--- src/rtl/uart_rx_bit_sampler_if.sv ---
// -----------------------------------------------------------------------------
// uart_rx_bit_sampler_if
//   Connection between the RX FSM (master) and the oversampling bit sampler
//   (slave).
//
//   enable_in        master -> slave  counting/sampling active
//   rx_in            master -> slave  raw serial line, asynchronous to clk
//   prescale_in      master -> slave  oversampling ratio (8, 16 or 32)
//   sampled_bit_out  slave -> master  majority-voted value of the current bit
//   sample_valid_out slave -> master  1-cycle strobe: sampled_bit_out updated
//   edge_cnt_out     slave -> master  clk edge index within the current bit
//   bit_cnt_out      slave -> master  bit index within the frame
//   bit_done_out     slave -> master  last edge of the current bit
// -----------------------------------------------------------------------------
interface uart_rx_bit_sampler_if #(
  parameter int PRESC_W   = 6,
  parameter int BIT_CNT_W = 4
);
  logic                 enable_in;
  logic                 rx_in;
  logic [PRESC_W-1:0]   prescale_in;
  logic                 sampled_bit_out;
  logic                 sample_valid_out;
  logic [PRESC_W-1:0]   edge_cnt_out;
  logic [BIT_CNT_W-1:0] bit_cnt_out;
  logic                 bit_done_out;

  modport master (
    output enable_in, rx_in, prescale_in,
    input  sampled_bit_out, sample_valid_out, edge_cnt_out, bit_cnt_out,
           bit_done_out
  );

  modport slave (
    input  enable_in, rx_in, prescale_in,
    output sampled_bit_out, sample_valid_out, edge_cnt_out, bit_cnt_out,
           bit_done_out
  );
endinterface

--- src/rtl/uart_rx_bit_sampler.sv ---
// -----------------------------------------------------------------------------
// uart_rx_bit_sampler
//   Oversampling bit-recovery stage of the UART receiver. Synchronises the raw
//   rx line, tracks the edge position within the current bit and the bit index
//   within the frame, takes a 3-sample majority vote around mid-bit and emits
//   one sampled bit per bit period with a single-cycle valid strobe.
//
//   clk      in  oversampling clock (prescale x baud)
//   reset_n  in  asynchronous, active-low reset
//   bus      slave side of uart_rx_bit_sampler_if (see interface header)
// -----------------------------------------------------------------------------
module uart_rx_bit_sampler #(
  parameter int PRESC_W   = 6,
  parameter int BIT_CNT_W = 4
) (
  input  logic                   clk,
  input  logic                   reset_n,
  uart_rx_bit_sampler_if.slave   bus
);

  // ---------------------------------------------------------------------------
  // rx synchroniser. Both stages reset to the idle-high line level so a frame
  // is never falsely started out of reset.
  // ---------------------------------------------------------------------------
  logic rx_meta;
  logic rx_s;

  // NOTE: every sequential block uses non-blocking assignments so all flops
  // update together at the edge; blocking here would collapse the two
  // synchroniser stages into one.
  always_ff @(posedge clk or negedge reset_n) begin
    if (!reset_n) begin
      rx_meta <= 1'b1;
      rx_s    <= 1'b1;
    end else begin
      rx_meta <= bus.rx_in;
      rx_s    <= rx_meta;
    end
  end

  // ---------------------------------------------------------------------------
  // Effective prescale and decode points. Unsupported ratios fall back to 8 so
  // the counter always wraps at a power of two the voting window fits into.
  // ---------------------------------------------------------------------------
  logic [PRESC_W-1:0]   p_eff;
  logic [PRESC_W-1:0]   last_edge;
  logic [PRESC_W-1:0]   mid;
  logic                 at_last;
  logic                 at_s0;
  logic                 at_s1;
  logic                 at_s2;
  logic                 at_vote;

  // NOTE: the combinational block assigns p_eff a default before any
  // condition, so no path leaves it unassigned and no latch is inferred.
  always_comb begin
    p_eff = PRESC_W'(8);
    if (bus.prescale_in == PRESC_W'(16) || bus.prescale_in == PRESC_W'(32)) begin
      p_eff = bus.prescale_in;
    end
  end

  assign last_edge = p_eff - PRESC_W'(1);
  assign mid       = p_eff >> 1;

  logic [PRESC_W-1:0]   edge_cnt;
  logic [BIT_CNT_W-1:0] bit_cnt;

  // All decodes look at the registered edge count.
  assign at_last = (edge_cnt == last_edge);
  assign at_s0   = (edge_cnt == mid - PRESC_W'(1));
  assign at_s1   = (edge_cnt == mid);
  assign at_s2   = (edge_cnt == mid + PRESC_W'(1));
  assign at_vote = (edge_cnt == mid + PRESC_W'(2));

  // ---------------------------------------------------------------------------
  // Counters, sample registers and the voted output
  // ---------------------------------------------------------------------------
  logic s0;
  logic s1;
  logic s2;
  logic sampled_bit;
  logic sample_valid;

  function automatic logic maj3(input logic a, input logic b, input logic c);
    return (a & b) | (b & c) | (a & c);
  endfunction

  always_ff @(posedge clk or negedge reset_n) begin
    if (!reset_n) begin
      edge_cnt     <= '0;
      bit_cnt      <= '0;
      s0           <= 1'b1;
      s1           <= 1'b1;
      s2           <= 1'b1;
      sampled_bit  <= 1'b1;
      sample_valid <= 1'b0;
    end else if (!bus.enable_in) begin
      // Abandon any partial bit; the last voted bit and samples are kept.
      edge_cnt     <= '0;
      bit_cnt      <= '0;
      sample_valid <= 1'b0;
    end else begin
      if (at_last) begin
        edge_cnt <= '0;
        bit_cnt  <= bit_cnt + BIT_CNT_W'(1);  // wraps, no saturation
      end else begin
        edge_cnt <= edge_cnt + PRESC_W'(1);
      end

      if (at_s0) s0 <= rx_s;
      if (at_s1) s1 <= rx_s;
      if (at_s2) s2 <= rx_s;

      // Strobe is high for exactly the cycle edge_cnt sits at MID+3.
      sample_valid <= at_vote;
      if (at_vote) begin
        sampled_bit <= maj3(s0, s1, s2);
      end
    end
  end

  assign bus.edge_cnt_out     = edge_cnt;
  assign bus.bit_cnt_out      = bit_cnt;
  assign bus.sampled_bit_out  = sampled_bit;
  assign bus.sample_valid_out = sample_valid;
  assign bus.bit_done_out     = bus.enable_in & at_last;

endmodule

--- src/flat_wrapper.sv ---
// flat-port wrapper written by rule: the top's interface ports become plain ports
module uart_rx_bit_sampler_flat 
#(
  parameter int PRESC_W   = 6,
  parameter int BIT_CNT_W = 4
)
  (clk, reset_n, bus_enable_in, bus_rx_in, bus_prescale_in, bus_sampled_bit_out, bus_sample_valid_out, bus_edge_cnt_out, bus_bit_cnt_out, bus_bit_done_out);
  uart_rx_bit_sampler_if #(.PRESC_W(PRESC_W), .BIT_CNT_W(BIT_CNT_W)) bus_i ();
  input  logic clk;
  input  logic reset_n;
  input wire logic [$bits(bus_i.enable_in)-1:0] bus_enable_in;
  input wire logic [$bits(bus_i.rx_in)-1:0] bus_rx_in;
  input wire logic [$bits(bus_i.prescale_in)-1:0] bus_prescale_in;
  output wire logic [$bits(bus_i.sampled_bit_out)-1:0] bus_sampled_bit_out;
  output wire logic [$bits(bus_i.sample_valid_out)-1:0] bus_sample_valid_out;
  output wire logic [$bits(bus_i.edge_cnt_out)-1:0] bus_edge_cnt_out;
  output wire logic [$bits(bus_i.bit_cnt_out)-1:0] bus_bit_cnt_out;
  output wire logic [$bits(bus_i.bit_done_out)-1:0] bus_bit_done_out;
  assign bus_i.enable_in = bus_enable_in;
  assign bus_i.rx_in = bus_rx_in;
  assign bus_i.prescale_in = bus_prescale_in;
  assign bus_sampled_bit_out = bus_i.sampled_bit_out;
  assign bus_sample_valid_out = bus_i.sample_valid_out;
  assign bus_edge_cnt_out = bus_i.edge_cnt_out;
  assign bus_bit_cnt_out = bus_i.bit_cnt_out;
  assign bus_bit_done_out = bus_i.bit_done_out;
  uart_rx_bit_sampler #(.PRESC_W(PRESC_W), .BIT_CNT_W(BIT_CNT_W)) u_core (.clk(clk), .reset_n(reset_n), .bus(bus_i));
endmodule
--- config.mk ---
export PLATFORM = sky130hd
export DESIGN_NAME = uart_rx_bit_sampler_flat
export DESIGN_NICKNAME = d
export VERILOG_FILES = /design/src/rtl/uart_rx_bit_sampler_if.sv /design/src/rtl/uart_rx_bit_sampler.sv /design/src/flat_wrapper.sv
export SDC_FILE = /design/constraint.sdc
export NUM_CORES = 1
export LEC_CHECK = 0
export CORE_MARGIN = 2
export CORE_UTILIZATION = 58
export CTS_BUF_LIST = sky130_fd_sc_hd__clkbuf_8
export CTS_CLUSTER_DIAMETER = 40
export DETAILED_ROUTE_END_ITERATION = 7
export PLACE_DENSITY_LB_ADDON = 0.3
export SYNTH_ARGS = -nofsm -noshare
export SYNTH_HDL_FRONTEND = slang
export SYNTH_SLANG_ARGS = --single-unit
export TNS_END_PERCENT = 1
--- constraint.sdc ---
create_clock -name clk -period 10.6 [get_ports clk]
set_input_delay 2.12 -clock clk [delete_from_list [all_inputs] [get_ports clk]]
set_output_delay 2.12 -clock clk [all_outputs]
set_load 0.02 [all_outputs]
# Word level (Yosys, flattened, before mapping)
# Cells that the tools add are included.
[totals] register_bits=17 in_bits=10 out_inout_bits=13 word_cells=40
[classes] addsub=6 n_eq_ne=8 muxes=6 n_bitwise=6 n_reduce_logical=5
[op_table] op="$eq A6 B6 Y1" n=4
[op_table] op="$mux W6" n=3
[op_table] op="$mux W4" n=2
[op_table] op="$reduce_and A2 Y1" n=4
[op_table] op="$add A5 B1 Y6 const B" n=1
[op_table] op="$add A5 B2 Y6 const B" n=1
[op_table] op="$add A6 B1 Y6 const B" n=1
[op_table] op="$eq A6 B5 Y1" n=1
[op_table] op="$eq A6 B5 Y1 const B" n=1
[op_table] op="$eq A6 B6 Y1 const B" n=1
[op_table] op="$sub A5 B1 Y6 const B" n=1
[op_table] op="$sub A6 B1 Y6 const B" n=1
[op_table] op="$add A4 B1 Y4 const B" n=1
[op_table] op="$and A1 B1 Y1" n=4
[op_table] op="$ne A2 B1 Y1 const B" n=1
[op_table] op="$or A1 B1 Y1" n=2
[op_table] op="$logic_or A1 B1 Y1" n=1
[op_table] op="$mux W1" n=1

# Depth between registers and ports, before layout
[logic_depth] ltp_word=7 depth_mapped=10 ltp_nobuf=9

# Worst setup path after synthesis
# Ideal clock, no wire load.
[synth_timing] path_type="input to output" startpoint="input bus_prescale_in[1]" endpoint="output bus_bit_done_out" t_arrival_ps=4342 required_ps=8480 path_slack_ps=4138 stages=10 n_path_buf=1 cell_sequence="nor4_2 > o21ai_1 > inv_1 > ha_1 > clkbuf_1 > o31a_1 > o221a_2 > xnor2_4 > nor3_4 > and2_1"
[synth_via] elab_chain_cells=6
[synth_rtl] item="start: declaration" line="flat_wrapper.sv:13" source="input wire logic [$bits(bus_i.prescale_in)-1:0] bus_prescale_in;"
[synth_rtl] item="$eq A6 B5 Y1 or $eq A6 B6 Y1 (tied branches)" line="uart_rx_bit_sampler.sv:58" source="if (bus.prescale_in == PRESC_W'(16) || bus.prescale_in == PRESC_W'(32)) begin"
[synth_rtl] item="$logic_or A1 B1 Y1" line="uart_rx_bit_sampler.sv:58"
[synth_rtl] item="$mux W6 *" line="uart_rx_bit_sampler.sv:58"
[synth_rtl] item="$sub A6 B1 Y6 *" line="uart_rx_bit_sampler.sv:63" source="assign last_edge = p_eff - PRESC_W'(1);"
[synth_rtl] item="$eq A6 B6 Y1 *" line="uart_rx_bit_sampler.sv:70" source="assign at_last = (edge_cnt == last_edge);"
[synth_rtl] item="$and A1 B1 Y1 *" line="uart_rx_bit_sampler.sv:127" source="assign bus.bit_done_out = bus.enable_in & at_last;"
[synth_rtl] item="end: declaration" line="flat_wrapper.sv:18" source="output wire logic [$bits(bus_i.bit_done_out)-1:0] bus_bit_done_out;"
# Mark *: on every way between the ends. The rest lies on a longest branch, timed or not.

# Final worst setup path
# Same ends and word-level chain as after synthesis.

==> key figures <==
Hold path
  – Hold Crit Depth: 0
  – Hold path start: u_core.rx_meta$_DFF_PN1_
  – Hold path endpoint: u_core.rx_s$_DFF_PN1_
  – Worst min-delay path category: flop to flop

Route
  – DR WL/cell: 15.2 um
  – DRC viols: 0
  – DR iter-0 viols: 19
  – Final ANT Viol Nets: 0
  – Via count: 1,193
  – DRT Wirelength: 3.10 mm
  – Drt pass-1 iters: 4
  – DR vias/cell: 5.85

Global route
  – Initial antenna violation count: 0
  – Total grt overflow: 0
  – First-pass GRT wire length: 5.27 mm
  – Vias in the first global route: 1,132
  – Overall Global Routing Usage: 25.3%
  – Pin count of the biggest net entering global routing: 20

Floorplan
  – Width of the die: 53.0 um
  – Rows: 17
  – Die H: 53.0 um
  – Die area: 2810 um2
  – Initial Util: 62.5%
  – Core Box Area: 2230 um2
  – Io pins: 23

Critical path
  – Crit path max-delay family: buffers and inverters
  – Critical Path Start Type: input port
  – R2R setup slack: 8.53 ns
  – CP Max Fanout: 10
  – CP dominant cell by count: clkdlybuf4s50_1
  – Critical path type: input port to primary output
  – Worst-path cell chain: clkdlybuf4s50_1 -> nor4_2 -> o21ai_1 -> inv_1 -> ha_1 -> o31a_1 -> o221a_2 -> xnor2_4 -> nor3_4 -> and2_1 -> clkdlybuf4s50_1
  – Worst EP arrival: 5.56 ns
  – Cell depth of the worst flop-to-flop path: 6
  – Slowest stage cell, crit path: nor4_2
  – Reg-to-reg startpoint: u_core.bus.edge_cnt_out[3]$_DFF_PN0_
  – Crit path buffers/inverters: 3
  – Worst setup startpoint: bus_prescale_in[1]
  – Slowest Stage Delay on Critical Path: 0.60 ns
  – Req. time, crit path: 8.48 ns
  – Critical R2R Capture: u_core.bus.bit_cnt_out[2]$_DFFE_PN0P_
  – Worst Setup End Kind: primary output

CTS
  – Total CTS buffers: 3
  – Reg clk slew, reported paths: 0.06 ns
  – TritonCTS clock tree: built
  – Clk root buf: clkbuf_8
  – Clk_lat worst skew: 0.24 ns
  – Post-CTS sizing: 0
  – Maximum buffer depth of the clock tree: 2
  – Cts hold-fix bufs: 0
  – Post-CTS setup buffer count: 0
  – Htree depth: 1
  – Clock Sinks: 17

Synth
  – Most frequent cell after synthesis: nand2_1
  – Largest cells by area after synthesis: dfrtp_1 20%, dfstp_2 11%, ha_1 7.2%
  – Synth area leader: dfrtp_1
  – Mapped Area: 1400 um2
  – Mean area per synthesized cell: 9.24 um2
  – YS warnings: 0
  – Count of different cell masters after synthesis: 51
  – Post-synth EDFFs: 0
  – Synthesized instance count: 151
  – Top-area cell type share of the netlist area: 19.7%
  – Most instantiated cells after synthesis: 13 x nand2_1, 11 x dfrtp_1
  – Sequential element share of the synthesized area: 31.0%
  – FF+latch count, synth: 17
  – Synth Flop Type: dfrtp_1
  – Asr flop ratio synth: 100%

Flow run
  – Max Cap Viol: 0

Timing
  – Final hold vios: 0
  – Slew HR: 50.7%
  – Final Critical Period: 7.68 ns
  – Fin crit share: 72.5%
  – Final setup violation count: 0
  – Max Slew Vio Count: 0
  – Setup Skew: 0.00150 ns
  – Maximum clock rate: 130 MHz
  – Setup TNS Final: 0 ns
  – RSZ-0062 raised after global routing: no
  – Worst-margin pin slew: 0.737 ns

Pwr
  – Internal: 0.000125 W
  – Sw Pwr: 0.0000483 W
  – Switching Share: 27.9%
  – Pleak: 0.644 nW
  – Combinational share of power: 24.4%
  – Power per cell area: 103 nW/um2
  – Sequential share of power: 48.8%
  – Power Total: 0.000173 W
  – Clock share of power: 26.7%
  – Max VDD drop: 0.126 mV

Cells and area
  – Final instance area: 1690 um2
  – Fin cells: 204
  – N_diodes: 0
  – Post-layout nets: 195
  – Layout cell share with drive strength beyond 1: 13.1%
  – P&R area growth vs syn: 20.8%
  – Final Core Density: 75.5%

Place
  – Post-Place Cells: 200
  – Placer Congestion: 0.846
  – Placed Area: 1640 um2
  – DP Wirelength: 2.18 mm
  – Port bufs: 22

Run status
  – Outcome: complete, no violations
==> metrics by stage <==
stage | setup WS (ns) | hold slack [ns]
finish | 2.92 | 0.357
global route | 2.69 | 0.364
CTS | 2.93 | 0.358
detailed placement | 2.96 | 0.349
global placement | 3.08 | 0.349
floorplan | 4.14 | 0.345
==> cells by family after synthesis <==
logic type / after synthesis / share of synthesized area (%)
flip-flops: 17 / 31.0
adder cells (fa/ha/maj): 9 / 7.89
XOR/XNOR: 13 / 9.51
AO/OA/AOI/OAI: 22 / 10.9
AND/OR/NAND/NOR: 69 / 30.9
multiplexers: 7 / 5.38
buffers and inverters: 12 / 3.77
other: 2 / 0.538
==> layout by cell type, fill, tap and decap left out, drive strengths merged, types with 2 or more instances in the layout <==
cell type,netlist,final
clkbuf,8,3
a21oi,8,8
nor2,7,7
nor3,5,5
xor2,6,6
conb,2,10
nand3,8,8
dfstp,6,6
nand2b,8,8
nand4,3,3
or3,2,2
o41ai,2,2
inv,2,2
clkinv,1,2
nor4,3,3
mux2,4,4
ha,8,8
dfrtp,11,11
xnor2,7,7
o21ai,4,4
nand2,13,13
nor3b,4,4
clkdlybuf4s50,0,22
or4,3,3
nor4b,3,3
mux2i,3,3
and2,2,2
nor2b,3,3
==> power groups by stage <==
stage / clock [W] / combinational, W / sequential [W]
finish: 0.0000463 / 0.0000423 / 0.0000846
global route: 0.0000497 / 0.0000465 / 0.0000853
CTS: 0.0000476 / 0.0000420 / 0.0000845
detailed placement: 0 / 0.0000411 / 0.0000851
global placement: 0 / 0.0000400 / 0.0000844
floorplan: 0 / 0.0000260 / 0.0000855
==> sequential cells by signal, indices dropped and copies added, names as in the netlist <==
register                     cells
u_core.s0                        1
u_core.bus.bit_cnt_out           4
u_core.bus.edge_cnt_out          6
u_core.rx_s                      1
u_core.rx_meta                   1
u_core.bus.sample_valid_out      1
u_core.s1                        1
u_core.s2                        1
u_core.bus.sampled_bit_out       1
==> layout make-up <==
| cell class | instances | area [um2] |
|---|---|---|
| clock inverters | 1 | 5.00 |
| well taps | 28 | 35.0 |
| fillers | 151 | 548 |
| inverters | 3 | 11.3 |
| flip-flops and latches | 17 | 433 |
| repair buffers | 22 | 220 |
| clock buffers | 3 | 41.3 |
| multi-input cells | 130 | 940 |
==> layer usage <==
| layer | track usage [%] | up-vias | wire (um) |
|---|---|---|---|
| met3 | 1.98 | 4 | 122 |
| met5 | 0 | - | 0 |
| met2 | 45.0 | 30 | 1590 |
| met4 | 7.69 | 0 | 29 |
| li1 | - | 588 | - |
| met1 | 32.4 | 571 | 1360 |
==> worst max path at each step <==
stage | to | cells past startpoint
after detailed placement | bus_bit_done_out | 11
after CTS | bus_bit_done_out | 11
after floorplan | bus_bit_done_out | 10
final | bus_bit_done_out | 11
after global placement | bus_bit_done_out | 11
after global routing | bus_bit_done_out | 11
Note: power is estimated with default switching activity, not from simulation.
